File: src/rtl/pusch_scr_pkg.sv
// ---------------------------------------------------------------------------
// pusch_scr_pkg
// Shared definitions for the PUSCH bit scrambler:
//   - scr_state_t : controller state encoding (IDLE, WARMUP, RUN, DONE)
//   - LFSR_W      : width of each Gold-sequence LFSR (31)
//   - X1_SEED     : fixed x1 initial state, x1(0)=1 and x1(1..30)=0
//   - TAG_*       : x/y tag codes for the optional data_tag feature
// ---------------------------------------------------------------------------
package pusch_scr_pkg;

    localparam int LFSR_W = 31;

    localparam logic [LFSR_W-1:0] X1_SEED = 31'h1;

    typedef enum logic [1:0] {
        IDLE   = 2'd0,
        WARMUP = 2'd1,
        RUN    = 2'd2,
        DONE   = 2'd3
    } scr_state_t;

    localparam logic [1:0] TAG_NORMAL = 2'd0;
    localparam logic [1:0] TAG_X      = 2'd1;
    localparam logic [1:0] TAG_Y      = 2'd2;
    localparam logic [1:0] TAG_RSVD   = 2'd3;

endpackage

File: src/rtl/pusch_scrambler_gold_lfsr_step.sv
// ---------------------------------------------------------------------------
// gold_lfsr_step
// Purely combinational: advances the Gold-sequence LFSR pair (x1, x2) by
// STEPS single-bit steps. Bit 0 of each register holds x(n); a step shifts
// right by one and the feedback bit enters bit 30.
// Ports:
//   x1_in, x2_in   : current LFSR states
//   x1_out, x2_out : states after STEPS steps
// ---------------------------------------------------------------------------
module gold_lfsr_step
    import pusch_scr_pkg::*;
#(
    parameter int STEPS = 1
) (
    input  logic [LFSR_W-1:0] x1_in,
    input  logic [LFSR_W-1:0] x2_in,
    output logic [LFSR_W-1:0] x1_out,
    output logic [LFSR_W-1:0] x2_out
);

    // Unrolled chain of STEPS shifts; x1(n+31) = x1(n+3) ^ x1(n) and
    // x2(n+31) = x2(n+3) ^ x2(n+2) ^ x2(n+1) ^ x2(n).
    always_comb begin
        x1_out = x1_in;
        x2_out = x2_in;
        for (int s = 0; s < STEPS; s++) begin
            x1_out = {x1_out[0] ^ x1_out[3], x1_out[LFSR_W-1:1]};
            x2_out = {x2_out[0] ^ x2_out[1] ^ x2_out[2] ^ x2_out[3],
                      x2_out[LFSR_W-1:1]};
        end
    end

endmodule

File: src/rtl/pusch_scrambler.sv
// ---------------------------------------------------------------------------
// pusch_scrambler
// Bit-serial PUSCH scrambler. XORs each incoming interleaved bit with the
// Gold sequence c(i) seeded by c_init, after an NC-step warm-up that runs
// WARMUP_PAR steps per cycle. One cycle latency from valid_in to valid_out.
// Ports:
//   clk, reset  : clock, synchronous active-high reset
//   start       : pulse, latches c_init and E (ignored when E==0)
//   c_init, E   : scrambling seed, codeword length in bits
//   data_in     : interleaved bit, qualified by valid_in
//   data_tag    : x/y bit tag (only with the optional tag macro defined)
//   data_out    : scrambled bit, qualified by valid_out
//   ready       : high while bits are accepted
//   done        : one-cycle pulse the cycle after the last bit is output
//   err_early   : sticky flag, valid_in seen while not accepting bits
// The optional tag macro adds x/y repetition-bit handling.
// ---------------------------------------------------------------------------
module pusch_scrambler
    import pusch_scr_pkg::*;
#(
    parameter int NC         = 1600,
    parameter int WARMUP_PAR = 16,
    parameter int E_W        = 17
) (
    input  logic              clk,
    input  logic              reset,
    input  logic              start,
    input  logic [30:0]       c_init,
    input  logic [E_W-1:0]    E,
    input  logic              data_in,
`ifdef SCR_PLACEHOLDER_EN
    input  logic [1:0]        data_tag,
`endif
    input  logic              valid_in,
    output logic              data_out,
    output logic              valid_out,
    output logic              ready,
    output logic              done,
    output logic              err_early
);

    localparam int WARM_CYCLES = NC / WARMUP_PAR;
    localparam int WARM_W      = (WARM_CYCLES > 1) ? $clog2(WARM_CYCLES) : 1;
    localparam logic [WARM_W-1:0] WARM_LAST =
        WARM_W'((WARM_CYCLES > 0) ? WARM_CYCLES - 1 : 0);
    localparam scr_state_t START_STATE = (NC == 0) ? RUN : WARMUP;

    scr_state_t        state;
    scr_state_t        state_next;
    logic [LFSR_W-1:0] x1;
    logic [LFSR_W-1:0] x2;
    logic [LFSR_W-1:0] x1_warm;
    logic [LFSR_W-1:0] x2_warm;
    logic [LFSR_W-1:0] x1_one;
    logic [LFSR_W-1:0] x2_one;
    logic [E_W-1:0]    e_reg;
    logic [E_W-1:0]    bit_cnt;
    logic [WARM_W-1:0] warm_cnt;
    logic              start_ok;
    logic              accept;
    logic              last_bit;
    logic              c_bit;
    logic              scr_bit;
`ifdef SCR_PLACEHOLDER_EN
    logic              prev_bit;
`endif

    gold_lfsr_step #(.STEPS(WARMUP_PAR)) u_step_warm (
        .x1_in  (x1),
        .x2_in  (x2),
        .x1_out (x1_warm),
        .x2_out (x2_warm)
    );

    gold_lfsr_step #(.STEPS(1)) u_step_one (
        .x1_in  (x1),
        .x2_in  (x2),
        .x1_out (x1_one),
        .x2_out (x2_one)
    );

    // A start with E==0 is treated as no start at all. A valid start always
    // wins over a bit arriving in the same cycle, so that bit is dropped.
    assign start_ok = start && (E != '0);
    assign accept   = (state == RUN) && valid_in && !start_ok;
    assign last_bit = (bit_cnt + E_W'(1)) == e_reg;
    assign c_bit    = x1[0] ^ x2[0];
    assign ready    = (state == RUN);

    // Output bit selection; x/y tags override the scrambled value.
    always_comb begin
        scr_bit = data_in ^ c_bit;
`ifdef SCR_PLACEHOLDER_EN
        case (data_tag)
            TAG_X:   scr_bit = 1'b1;
            TAG_Y:   scr_bit = prev_bit;
            default: scr_bit = data_in ^ c_bit;
        endcase
`endif
    end

    // Next-state logic; a valid start restarts the word from any state.
    always_comb begin
        state_next = state;
        case (state)
            IDLE:    state_next = state;
            WARMUP:  if (warm_cnt == WARM_LAST) state_next = RUN;
            RUN:     if (accept && last_bit) state_next = DONE;
            DONE:    state_next = IDLE;
            default: state_next = IDLE;
        endcase
        if (start_ok) begin
            state_next = START_STATE;
        end
    end

    // State, LFSRs, counters and registered outputs. done is suppressed if
    // a new word starts in the DONE cycle.
    always_ff @(posedge clk) begin
        if (reset) begin
            state     <= IDLE;
            x1        <= '0;
            x2        <= '0;
            e_reg     <= '0;
            bit_cnt   <= '0;
            warm_cnt  <= '0;
            data_out  <= 1'b0;
            valid_out <= 1'b0;
            done      <= 1'b0;
            err_early <= 1'b0;
`ifdef SCR_PLACEHOLDER_EN
            prev_bit  <= 1'b0;
`endif
        end else begin
            state     <= state_next;
            valid_out <= accept;
            done      <= (state == DONE) && !start_ok;
            if (start_ok) begin
                x1        <= X1_SEED;
                x2        <= c_init;
                e_reg     <= E;
                bit_cnt   <= '0;
                warm_cnt  <= '0;
                err_early <= 1'b0;
`ifdef SCR_PLACEHOLDER_EN
                prev_bit  <= 1'b0;
`endif
            end else begin
                if (valid_in && (state != RUN)) begin
                    err_early <= 1'b1;
                end
                if (state == WARMUP) begin
                    x1       <= x1_warm;
                    x2       <= x2_warm;
                    warm_cnt <= warm_cnt + WARM_W'(1);
                end
                if (accept) begin
                    x1       <= x1_one;
                    x2       <= x2_one;
                    bit_cnt  <= bit_cnt + E_W'(1);
                    data_out <= scr_bit;
`ifdef SCR_PLACEHOLDER_EN
                    prev_bit <= scr_bit;
`endif
                end
            end
        end
    end

endmodule
File: config.mk
export PLATFORM = sky130hd
export DESIGN_NAME = pusch_scrambler
export DESIGN_NICKNAME = d
export VERILOG_FILES = /design/src/rtl/pusch_scr_pkg.sv /design/src/rtl/pusch_scrambler_gold_lfsr_step.sv /design/src/rtl/pusch_scrambler.sv
export SDC_FILE = /design/constraint.sdc
export NUM_CORES = 1
export LEC_CHECK = 0
export ABC_AREA = 1
export BUFFER_PORTS_ARGS = -buffer_cell sky130_fd_sc_hd__buf_2
export CAP_MARGIN = 30
export CORE_UTILIZATION = 40
export DETAILED_ROUTE_END_ITERATION = 7
export PLACE_DENSITY_LB_ADDON = 0.08
export SLEW_MARGIN = 20
export SYNTH_ARGS = -nofsm -noshare
export SYNTH_HDL_FRONTEND = slang
export SYNTH_SLANG_ARGS = --single-unit
File: constraint.sdc
create_clock -name clk -period 1.7 [get_ports clk]
set_input_delay 0.085 -clock clk [delete_from_list [all_inputs] [get_ports clk]]
set_output_delay 0.085 -clock clk [all_outputs]
set_load 0.005 [all_outputs]
Word-level counts from Yosys, hierarchy flattened. Index checks and enable logic that the tools add are counted.

Flip-flop bits (word level): 109. Input bits: 53. Logic and storage cells: 118.

Add/sub/neg operators: 2. Equal/unequal tests: 11. Muxes and demuxes: 10. Bitwise operators: 68. Reduce and logical (&&, ||, !) cells: 15.

Operators with widths (number): $mux 31 (5); $xor 1x1->1 (66); $add 17x1->17 const B (1); $eq 17x17->1 (1); $reduce_bool 17->1 (1); $add 7x1->7 const B (1); $eq 7x7->1 const B (1); $logic_and 1x1->1 (6); $ne 2x2->1 const B (3); $pmux 2 s3 (1); $reduce_and 3->1 (2); $eq 2x2->1 const B (2); $mux 2 (2); $ne 3x1->1 const B (1); $ne 3x3->1 const B (1); $reduce_bool 3->1 (1); $eq 2x1->1 const B (1); $logic_not 2->1 (1); $mux 1 (2); $ne 2x1->1 const B (1); $not 1->1 (2); $reduce_and 2->1 (1); $reduce_bool 2->1 (1); $reduce_or 2->1 (1); $logic_not 1->1 (1).

Longest topological paths before layout.
Depth in word-level cells: 8. Depth in mapped cells: 15. Depth with buffers taken out: 15.

By module. From an unflattened synthesis, not the netlist that was laid out.

Cells, all modules: 994. Area, all modules: 6673.9 um2.

By module, submodules not included: pusch_scrambler (instances 1, cells each 758, area each 5250.0 um2, seq. area each 2182.1 um2); gold_lfsr_step (u_step_warm) (instances 1, cells each 156, area each 890.9 um2, seq. area each 0.0 um2); gold_lfsr_step (u_step_one) (instances 1, cells each 80, area each 533.0 um2, seq. area each 0.0 um2).

Worst setup path before layout. No wires, ideal clock.

Path kind: reg2reg. From: register bit_cnt[0]. To: register state[0]. Arrival: 1.629 ns. Data required time: 1.634 ns. Setup slack: 0.005 ns. Stages on the path, launching flop included: 14. Path through: dfxtp_1 ha_1 nand3_1 nor2_2 nand3_1 nand3_1 nand2_1 nor2_1 nand2_1 nor2_1 nand2_1 nand2_1 nand2_1 a21oi_2.

Longest elaborated chain between the ends: 5.

Ends and longest elaborated chain: start: declaration (RTL line pusch_scrambler.sv:57) `logic [E_W-1:0] bit_cnt;`; start signal: assignment (RTL line pusch_scrambler.sv:160) `bit_cnt <= bit_cnt + E_W'(1);`; $add 17x1->17 (RTL line pusch_scrambler.sv:86) `assign last_bit = (bit_cnt + E_W'(1)) == e_reg;`; $eq 17x17->1 (RTL line pusch_scrambler.sv:86); $logic_and 1x1->1 (RTL line pusch_scrambler.sv:108) `RUN: if (accept && last_bit) state_next = DONE;`; $ne 3x1->1 (no line); $reduce_and 3->1 (no line); end signal: assignment (RTL line pusch_scrambler.sv:135) `state <= state_next;`; end: declaration (RTL line pusch_scrambler.sv:48) `scr_state_t state;`.

Every way passes these cells. A chain may end at the register's enable or synchronous reset.

Worst setup path in the final report. Ends and elaborated chain as after synthesis.

==> out/qor.txt <==
ANT cells: 0
Worst-Skew Late Latency: 0.36 ns
Status: finished, violations left
Post-place setup slack: -0.233 ns
Net Count, Synth: 877
Seq cells post-synth: 109
Hold_sp: reset
Syn Inst Count: 822
DRC viols: 0
Maximum root-to-sink buffer count: 2
Post-synth EDFFs: 0
Crit-path most repeated cell: nand2_1
Area occupied by registers: 2190 um2
Sw Ratio: 0.264
Cell Area, Placed: 6510 um2
Fillers: 1,379
Final core occ: 0.511
Post-route insts no fill: 1,102
Final worst path period share: 1.06
H-tree levels: 3
Worst-path clk slew: 0.07 ns
TritonCTS clock tree: done
Failing checks: setup timing
CP endpoint kind: register
Top FF cell, synth: dfxtp_1
GP Congestion: 0.855
Crit path DAT: 2.10 ns
Sw power: 1.56 mW
Leakage: 2.67 nW
Reg2Reg Depth: 15
WL/cell: 14.8 um
CP Cell Sequence: ha_4, nand2_4, nor2_4, nand2_2, nand2_2, inv_1, nand2_1, nand3_2, nor2_2, nand3_1, nor2_2, nand2_1, nand2_1, nand2_1, a21oi_2
Fmax: 556 MHz
Layout Nets: 973
Startpoint class of the critical path: register
Largest net degree at the start of global routing: 39
Slew HR: 0.746
Core area: 13,900 um2
Worst Setup Path Type: reg -> reg
Final worst slack: -0.0983 ns
Vias per cell: 5.26
Final Hold Viols: 0
Area Growth Syn to Fin: 24.0%
Total Power: 5.90 mW
Synthesized area: 5740 um2
CP max-delay cell: dfxtp_4
Sequential fraction of the synthesis area: 0.380
R2r endpoint: state[0]$_SDFFE_PP0P_
Hold Path Depth: 2
Stages on worst setup path: 15
First-pass GRT wire length: 26.7 mm
Die width: 122 um
IO Pins: 58
Crit path max-delay family: simple AND/OR/NAND/NOR gates
Post-synthesis cell type count: 40
Port Buffers: 57
Skew final: 0.00705 ns
Cells after DPL: 1,072
Reg2Reg Setup Slack: -0.1 ns
Worst R2R Start: bit_cnt[0]$_SDFFE_PP0P_
CP Buf/Inv Count: 1
DIE HEIGHT: 122 um
Worst min-delay path class: in -> reg
Max Slew Vio Count: 0
Multi-input logic area: 3270 um2
GRT overflow: 0
Synth async-reset ratio: 0
Via count: 5,794
Power Density: 829 nW/um2
RSZ-0062 raised after global routing: true
Layout cells sized above 1: 0.189
Finished Cell Area: 7120 um2
Crit-path max cell delay: 0.37 ns
Initial antenna violation count: 0
Yosys warnings: 0
Min Tclk post-route: 1.80 ns
Hold WS: 0.0129 ns
Hold Path End: x2[20]$_SDFFE_PP0P_
Worst-path fanout max: 4
DRT iter0 DRCs: 402
Clock power frac: 0.391
Comb power frac: 0.140
Sequential Power Share: 0.469
TritonCTS Sinks: 109
Max-Cap Viols: 0
CP Data Required Time: 2.00 ns
Vias in the first global route: 5,510
Max IR drop VDD: 554 uV
Final ANT Viol Nets: 0
CTS Buf Count: 9
Slew at the pin with the worst max-slew slack: 0.381 ns
DP HPWL: 11.3 mm
Full die area: 14,800 um2
Root buffer cell: clkbuf_16
# setup viols final: 2
Starting Density: 0.412
GRT Overall Usage: 0.229
Final wirelength: 16.3 mm
Mean post-synth cell area: 6.99 um2
Setup_tns: -0.114 ns
Cell Rows: 43
Largest regs: x1 (31), x2 (31)
Internal power: 4.34 mW
DR pass1 iterations: 6
[placed cells by master (no fill, tap or decap), types with 5 or more instances in the layout]
cell and instances:
nand2_1 213, dfxtp_1 105, o21ai_0 88, nor2_1 65
a21oi_1 61, buf_2 57, buf_4 49, inv_1 40
a31oi_1 38, xnor2_1 37, nand3_1 27, dlygate4sd3_1 12
a211oi_1 11, nor2_2 10, clkbuf_16 10, xor2_1 9
nand4_1 9, nand2_2 8, a41oi_1 7, nor3_1 5
buf_6 5
[per-layer routing]
layer,part of all wire,track usage
met5,0,0
met4,0.021,0.0795
met3,0.039,0.0445
met2,0.48,0.393
met1,0.46,0.285
[timing repair]
| action | 4_1_cts | 5_1_grt |
|---|---|---|
| pin swaps | 5 | 11 |
| buffers inserted | 1 | 1 |
| hold buffers | 12 | 0 |
| setup endpoints to repair | 2 | 59 |
| gates cloned | 0 | 1 |
| hold endpoints to repair | 12 | 0 |
| gates resized for setup | 13 | 25 |
[logic make-up (layout without fill, tap and decap cells)]
family	count (synthesis)	after routing	synth area share
adder cells (fa/ha/maj)	2	2	0.00436
AND/OR/NAND/NOR	354	354	0.254
XOR/XNOR	47	47	0.0741
flip-flops	109	109	0.380
buffers and inverters	88	188	0.0680
AO/OA/AOI/OAI	222	222	0.220
[power groups by stage]
stage                     clock (mW)  sequential, mW  combinational (mW)
after floorplan                    0            2.80               0.561
after global placement             0            2.82               0.786
after detailed placement           0            2.83               0.796
after CTS                       2.37            2.77               0.819
after global routing            2.47            2.78               0.925
final                           2.31            2.77               0.826
[final cells by class]
class	instances	share of cell area
multi-input combinational	625	0.459
sequential	109	0.307
timing repair buffer	129	0.133
clock buffer	9	0.0316
tap	180	0.0316
inverter	44	0.0235
clock inverter	6	0.0132
[how the worst max path moves through the flow]
stage,from,endpoint,slack [ns]
5_1_grt,bit_cnt[0]$_SDFFE_PP0P_,state[0]$_SDFFE_PP0P_,-0.27
4_1_cts,bit_cnt[1]$_SDFFE_PP0P_,state[0]$_SDFFE_PP0P_,-0.12
2_1_floorplan,bit_cnt[0]$_SDFFE_PP0P_,state[0]$_SDFFE_PP0P_,0.005
3_5_place_dp,bit_cnt[0]$_SDFFE_PP0P_,state[0]$_SDFFE_PP0P_,-0.23
6_report,bit_cnt[0]$_SDFFE_PP0P_,state[0]$_SDFFE_PP0P_,-0.1
3_3_place_gp,bit_cnt[0]$_SDFFE_PP0P_,state[0]$_SDFFE_PP0P_,-0.18
[cell usage after synthesis (2+ instances only)]
cell	count	area, um2
xnor2_1	37	324
nor2_1	73	274
nor3b_1	2	15.0
nand3b_1	2	15.0
clkbuf_2	2	10.0
inv_2	4	15.0
o221ai_1	4	35.0
nand2_2	6	37.5
buf_2	13	65.1
ha_1	2	25.0
nand3_1	31	155
o211ai_1	2	15.0
nor2_4	2	22.5
buf_6	2	22.5
xor2_1	9	78.8
a211oi_1	13	97.6
o21ai_1	2	10.0
dfxtp_1	109	2180
a211oi_2	2	25.0
a21oi_1	61	305
nor2_2	4	25.0
a31oi_1	38	238
inv_1	40	150
buf_1	2	7.51
clkbuf_1	18	67.6
buf_4	6	45.0
nand4_1	9	56.3
a41oi_1	7	61.3
nor3_1	5	25.0
o21ai_0	89	445
nand2_1	217	815
No activity file was read; power rests on OpenSTA's default activity.
